===== config.mk =====
export PLATFORM = sky130hd
export DESIGN_NAME = parity_check_rx
export DESIGN_NICKNAME = d
export VERILOG_FILES = /design/src/rtl/parity_check_rx.sv
export SDC_FILE = /design/constraint.sdc
export NUM_CORES = 1
export LEC_CHECK = 0
export CAP_MARGIN = 0
export CORE_MARGIN = 2
export CORE_UTILIZATION = 53
export CTS_CLUSTER_DIAMETER = 120
export CTS_CLUSTER_SIZE = 30
export DETAILED_ROUTE_END_ITERATION = 16
export PLACE_DENSITY = 0.88
export SYNTH_ARGS = -nofsm -noshare
export SYNTH_HDL_FRONTEND = slang
export SYNTH_SLANG_ARGS = --single-unit

===== constraint.sdc =====
create_clock -name clk -period 2.3 [get_ports clk]
set_input_delay 0.345 -clock clk [delete_from_list [all_inputs] [get_ports clk]]
set_output_delay 0.345 -clock clk [all_outputs]
set_load 0.01 [all_outputs]

===== src/rtl/parity_check_rx.sv =====
// Odd-parity checker with a small payload FIFO and a saturating error counter.
// Define PARITY_ERR_FORWARD_EN to store failing words, tagged, instead of dropping them.
module parity_check_rx #(
  parameter int unsigned DEPTH = 4,
  parameter int unsigned CNT_W = 8
) (
  input  logic             clk,
  input  logic             reset,
  input  logic [9:0]       in_word,
  input  logic             in_valid,
  output logic             in_ready,
  output logic [8:0]       out_data,
  output logic             out_err,
  output logic             out_valid,
  input  logic             out_ready,
  input  logic             err_clr,
  output logic [CNT_W-1:0] err_cnt,
  output logic             err_pulse
);

  localparam int unsigned AW = $clog2(DEPTH);
  localparam logic [AW:0] FULL = (AW + 1)'(DEPTH);

`ifdef PARITY_ERR_FORWARD_EN
  localparam int unsigned EW = 10;
`else
  localparam int unsigned EW = 9;
`endif

  logic [EW-1:0] mem [DEPTH];
  logic [AW-1:0] wr_ptr, rd_ptr;
  logic [AW:0]   count;
  logic          good, push, pop, wr_en;
  logic [EW-1:0] entry;

  assign good      = ^in_word;
  assign in_ready  = (count != FULL);
  assign out_valid = (count != '0);
  assign push      = in_valid && in_ready;
  assign pop       = out_valid && out_ready;
  assign out_data  = mem[rd_ptr][8:0];

`ifdef PARITY_ERR_FORWARD_EN
  assign wr_en   = push;
  assign entry   = {~good, in_word[9:1]};
  // Gate with out_valid so unwritten storage never leaks onto out_err.
  assign out_err = out_valid && mem[rd_ptr][9];
`else
  assign wr_en   = push && good;
  assign entry   = in_word[9:1];
  assign out_err = 1'b0;
`endif

  always_ff @(posedge clk) begin
    if (wr_en) begin
      mem[wr_ptr] <= entry;
    end
  end

  always_ff @(posedge clk or posedge reset) begin
    if (reset) begin
      wr_ptr    <= '0;
      rd_ptr    <= '0;
      count     <= '0;
      err_cnt   <= '0;
      err_pulse <= 1'b0;
    end else begin
      if (wr_en) begin
        wr_ptr <= wr_ptr + 1'b1;
      end
      if (pop) begin
        rd_ptr <= rd_ptr + 1'b1;
      end
      if (wr_en && !pop) begin
        count <= count + 1'b1;
      end else if (!wr_en && pop) begin
        count <= count - 1'b1;
      end
      // Clear wins over a same-cycle increment; the pulse still reports the error.
      if (err_clr) begin
        err_cnt <= '0;
      end else if (push && !good && (err_cnt != '1)) begin
        err_cnt <= err_cnt + 1'b1;
      end
      err_pulse <= push && !good;
    end
  end

endmodule


== Word level (Yosys, flattened, before mapping) ==
Memory sizes are Yosys's and may differ from the RTL's.
Cells that the tools add are included.

* Register bits after elaboration: 16
* Latch bits: 0
* Memory bits (writable): 36
* Bits in read-only memories: 0
* Bits of input ports: 15
* Output and inout bits: 21
* Logic and storage cells: 33
* Memories kept: 1

* Add/subtract/negate cells: 5
* Multiply operators: 0
* Divide/modulo/power cells: 0
* Order comparisons: 0
* Eq/ne operators: 2
* Shift operators: 0
* Mux-type cells: 6
* Bitwise operators: 0
* Reductions and logical operators: 14

{| class="wikitable"
|+ Memories
! memory !! depth !! bits a word !! read ports !! clocked after memory_dff !! write ports !! RTL line !! RTL
|-
| mem || 4 || 9 || 1 || 0 || 1 || 30 || <nowiki>logic [EW-1:0] mem [DEPTH];</nowiki>
|}

{| class="wikitable"
|+ Operators with widths
! kind !! number
|-
| 2-to-1 mux 8 bit || 2
|-
| parity 10 bit || 1
|-
| adder 8 x 1 -> 8 bit (second input constant) || 1
|-
| inequality test 8 bit (second input constant) || 1
|-
| logical AND 1 bit || 7
|-
| 2-to-1 mux 3 bit || 2
|-
| adder 2 x 1 -> 2 bit (second input constant) || 2
|-
| nonzero test 2 bit || 2
|-
| adder 3 x 1 -> 3 bit (second input constant) || 1
|-
| zero test 1 bit || 3
|-
| inequality test 3 bit (second input constant) || 1
|-
| nonzero test 3 bit || 1
|-
| subtractor 3 x 1 -> 3 bit (second input constant) || 1
|-
| 2-to-1 mux 1 bit || 2
|}

== Logic depth before layout (Yosys ltp) ==
* Depth after elaboration: 7
* Depth in mapped cells: 10
* Depth with buffers taken out: 10

== Worst setup path after synthesis ==
Ideal clock, no wire load.

* Path type: input to register
* From: input in_word[5]
* To: register count[2]
* Library setup time: 0.079 ns
* Data arrival time: 2.422 ns
* Data required time: 2.221 ns
* Slack: -0.201 ns
* Stages: 10
* Path buffers: 0
* Cells stage by stage: xnor2_1 > xnor3_2 > xor2_1 > nor2_1 > ha_1 > inv_1 > fa_1 > xor2_1 > nor2_1 > xor2_1

* Word-level cells in the longest chain between the ends: 5
* Elaborated cells on any way between the ends: 7
* Those cells by class: mux (1); reduce/logical (6)

{| class="wikitable"
|+ RTL lines
! what !! RTL line !! RTL
|-
| from (decl) || 9 || <nowiki>input logic [9:0] in_word,</nowiki>
|-
| parity 10 bit * || 36 || <nowiki>assign good = ^in_word;</nowiki>
|-
| logical AND 1 bit * || 49 || <nowiki>assign wr_en = push && good;</nowiki>
|-
| net wr_en || 33 || <nowiki>logic good, push, pop, wr_en;</nowiki>
|-
| zero test 1 bit || 76 || <nowiki>end else if (!wr_en && pop) begin</nowiki>
|-
| logical AND 1 bit || 76 ||
|-
| nonzero test 2 bit (no source line) || - ||
|-
| to (signal assigned) || 75 || <nowiki>count <= count + 1'b1;</nowiki>
|-
| to (signal assigned) || 77 || <nowiki>count <= count - 1'b1;</nowiki>
|-
| to (decl) || 32 || <nowiki>logic [AW:0] count;</nowiki>
|}

Mark *: on every way through the listed nets, which the timed path passes. The rest lies on a longest branch.
A chain may end at the register's enable or synchronous reset.

== Worst setup path in the final report ==
* From: register rd_ptr[0]
* To: output out_data[8]

* Word-level cells in the longest chain between the ends: 1

{| class="wikitable"
|+ RTL lines
! what !! RTL line !! RTL
|-
| from (decl) || 31 || <nowiki>logic [AW-1:0] wr_ptr, rd_ptr;</nowiki>
|-
| from (signal assigned) || 72 || <nowiki>rd_ptr <= rd_ptr + 1'b1;</nowiki>
|-
| memory read (4 x 9 bit) || - ||
|-
| to (decl) || 12 || <nowiki>output logic [8:0] out_data,</nowiki>
|}

No other way between the ends.

==> flow_metrics.py <==
metrics = {
    "status": {
        "run_status": "finished clean",
    },
    "placement": {
        "place_hpwl_mm": 3.43,
        "io_buffers": 34,
        "placed_area_sq_mm": 0.00290,
        "gp_congestion": 0.786,
        "pre_cts_slack_ps": -582,
    },
    "power_and_ir_drop": {
        "ir_drop_v": 0.000484,
        "power_density_mw_per_mm2": 1030,
        "p_leak_uw": 0.00117,
        "power.total_uw": 3130,
    },
    "timing": {
        "clock.fmax_mhz": 446,
        "fin_crit_sh_pct": 97.4,
        "tightest_slew_ps": 599,
        "period_needed_ps": 2240,
        "fin_skew_ps": 8.41,
        "slew_headroom_pct": 60.0,
        "hold_viol": 0,
        "timing.final.ws_setup_ps": 59.6,
        "hold-worst-slack_ps": 307,
        "slew_violations": 0,
        "setup_viol": 0,
    },
    "worst_setup_path": {
        "critPathRequiredTime_ps": 1960,
        "critPathKind": "register to primary output",
        "worstPathCellList": "buf_6 -> mux4_2 -> clkdlybuf4s50_1",
        "crit_fanout": 11,
        "cp-end-kind": "primary output",
        "crit_slowest_cell": "mux4_2",
        "start_kind": "register",
        "reg2reg_depth": 9,
        "r2r-end": "count[2]",
        "r2r_slack_ps": 120,
        "slowest_delay_ps": 530,
        "critPathArrivalTime_ps": 1900,
        "reg2reg_from": "count[0]",
    },
    "yosys": {
        "synth_area_per_cell_sq_um": 16.1,
        "syn_inst": 142,
        "yosysSeqAreaShare_pct": 64.7,
        "yosys.area.top_type": "edfxtp_1",
        "synth_top_area_share_pct": 47.2,
        "synth_cell_types": 34,
        "syn-num-nets": 164,
        "synth.ff_latch_count": 52,
        "synth.cell_area_sq_mm": 0.00229,
        "yosysWarnings": 0,
        "ys_top_cells_by_area": "edfxtp_1 (47%), dfrtp_1 (17%), mux4_2 (8.8%), xnor2_1 (4.2%), ha_1 (3.3%)",
    },
    "global_route": {
        "grt_use_met2_pct": 37.2,
        "grt.total_usage_pct": 21.1,
        "grt_pass1_wl_mm": 7.56,
        "grt_overflow": 0,
        "grt_util_met3_pct": 5.38,
        "antenna_found_initial": 0,
        "grt_pass1_vias": 1520,
        "grt_max_degree": 17,
        "grt_busiest_layer": "met2",
        "grt_use_met1_pct": 23.9,
    },
    "clock_tree": {
        "cts.htree.levels": 2,
        "clock_latency_ps": 310,
        "cts_tree": "built",
        "clk_pin_slew_worst_paths_ps": 90,
        "cts_sinks": 52,
        "clockBufferDepth": 2,
        "root_buffer": "clkbuf_8",
        "numCtsBuffers": 5,
    },
    "floorplan": {
        "ios": 36,
        "die_w_microns": 69.7,
        "fp.coreArea_sq_mm": 0.00409,
        "dieArea_sq_mm": 0.00486,
        "num_rows": 23,
        "die_h_microns": 69.7,
        "start_util_pct": 56.1,
    },
    "layout": {
        "antenna_cells": 0,
        "layout-drive-gt1-share_pct": 29.7,
        "fillCellCount": 247,
        "stdcell_area_sq_mm": 0.00305,
        "area_delta_synth_final_pct": 32.9,
        "final_nets": 224,
    },
    "run": {
        "drv_cap": 0,
    },
    "routing": {
        "detail_route.wl_per_cell_microns": 19.0,
        "antenna_left": 0,
        "drc": 0,
        "routed_via_density": 5.68,
        "first_pass_iters": 4,
        "drt-total-wl_mm": 4.80,
        "num_vias": 1432,
        "drt_iter0_markers": 95,
    },
    "worst_hold_path": {
        "hold_path.class": "input port to register",
        "min_to": "mem[0][8]",
        "hold_start": "in_word[9]",
        "min_path_cells": 1,
    },
}
## repair_timing
item / 4_1_cts / 5_1_grt
endpoints found under the setup margin: 7 / 11
pin swaps: 8 / 8
gates resized for setup: 19 / 11
setup buffers: 2 / 1
hold buffers: 0 / 0
## state kept, by name (all words and copies together) (netlist names)
name and count:
err_cnt 8, wr_ptr 2, err_pulse 1, count 3, mem 36, rd_ptr 2
## synthesized netlist by cell type
cell type / instances
nor2b_1: 2
a41o_1: 1
or3_1: 1
nand2_1: 3
nand2b_1: 2
ha_1: 6
o31ai_1: 4
and2_1: 5
edfxtp_1: 36
nor3b_1: 1
and4_1: 1
buf_6: 1
nand4_1: 2
buf_4: 1
xnor2_1: 11
xor2_1: 3
conb_1: 1
nor2_1: 6
buf_1: 2
o21bai_1: 1
a311oi_1: 1
a21oi_1: 5
or4_1: 4
xnor3_2: 1
dfrtp_1: 16
or3b_2: 1
inv_1: 5
nand3_1: 3
mux2i_1: 1
fa_1: 1
nor4b_1: 1
mux4_2: 9
clkbuf_1: 1
mux2_2: 3
## kinds of logic (layout without fill, tap and decap cells)
family | Yosys count | count (layout) | synth area share, %
AOI/OAI and AO/OA | 12 | 12 | 3.55
xor gates and xnor gates | 15 | 15 | 6.39
adders and majority gates | 7 | 7 | 4.15
buffers and inverters | 10 | 70 | 2.13
DFF | 52 | 52 | 64.7
muxes | 13 | 13 | 10.8
other | 1 | 1 | 0.164
and+or+nand+nor | 32 | 32 | 8.19
## worst max-delay path: cells and delay by family (launching register included)
family,cells,cell delay (ps)
flip-flops,1,350
multiplexers,1,530
buffers and inverters,2,700
## report_power, final
group          switching (uW)  internal, uW  total (uW)
registers                 120          1180        1300
clock network             283           207         490
logic                     558           776        1330
## layout by cell type, fill, tap and decap left out, types with 2 or more instances in the layout
| cell | n |
|---|---|
| a21oi_1 | 5 |
| edfxtp_1 | 36 |
| clkdlybuf4s15_1 | 2 |
| inv_1 | 4 |
| mux4_2 | 9 |
| mux2_2 | 3 |
| dlygate4sd2_1 | 2 |
| nor2b_1 | 2 |
| nand2b_1 | 2 |
| and2_1 | 5 |
| nand4_1 | 2 |
| dlymetal6s2s_1 | 2 |
| buf_4 | 19 |
| clkdlybuf4s50_1 | 24 |
| o31ai_1 | 4 |
| nand2_1 | 2 |
| clkbuf_2 | 2 |
| xnor2_1 | 5 |
| or4_1 | 4 |
| xnor2_2 | 6 |
| nand3_1 | 3 |
| dfrtp_1 | 16 |
| xor2_1 | 2 |
| ha_1 | 5 |
| clkbuf_8 | 5 |
| nor2_1 | 5 |
| buf_12 | 4 |
## area by class of cell
class                      count  area (sq um)  area share [%]
tap                           50          62.6            2.05
clock buffer                   5          68.8            2.26
sequential                    52          1480            48.6
multi-input combinational     80           838            27.5
clock inverter                 2          12.5           0.411
timing repair buffer          58           563            18.5
inverter                       5          18.8           0.616
## through the flow
stage | utilization (%) | cells | TNS (ps)
6_report | 74.5 | 252 | 0
5_1_grt | 74.5 | 252 | -11.8
4_1_cts | 74.1 | 251 | 0
3_5_place_dp | 70.9 | 242 | -13590
3_3_place_gp | 70.9 | 242 | -10850
2_1_floorplan | - | 142 | -17.2
## per-layer routing
layer | wire length, microns | vias up | part of all wire [%]
li1 | - | 653 | -
met1 | 1890 | 732 | 39
met2 | 2610 | 37 | 54
met3 | 163 | 10 | 3.4
met4 | 135 | 0 | 2.8
met5 | 0 | - | 0
## worst max path at each step
stage / start / end / cells past startpoint
global route: rd_ptr[0] / out_data[8] / 3
finish: rd_ptr[0] / out_data[8] / 3
global placement: in_word[7] / count[2] / 11
detailed placement: in_word[9] / count[2] / 11
CTS: in_word[4] / count[2] / 11
floorplan: in_word[7] / count[2] / 10
Power figures use the tool's default switching activity.
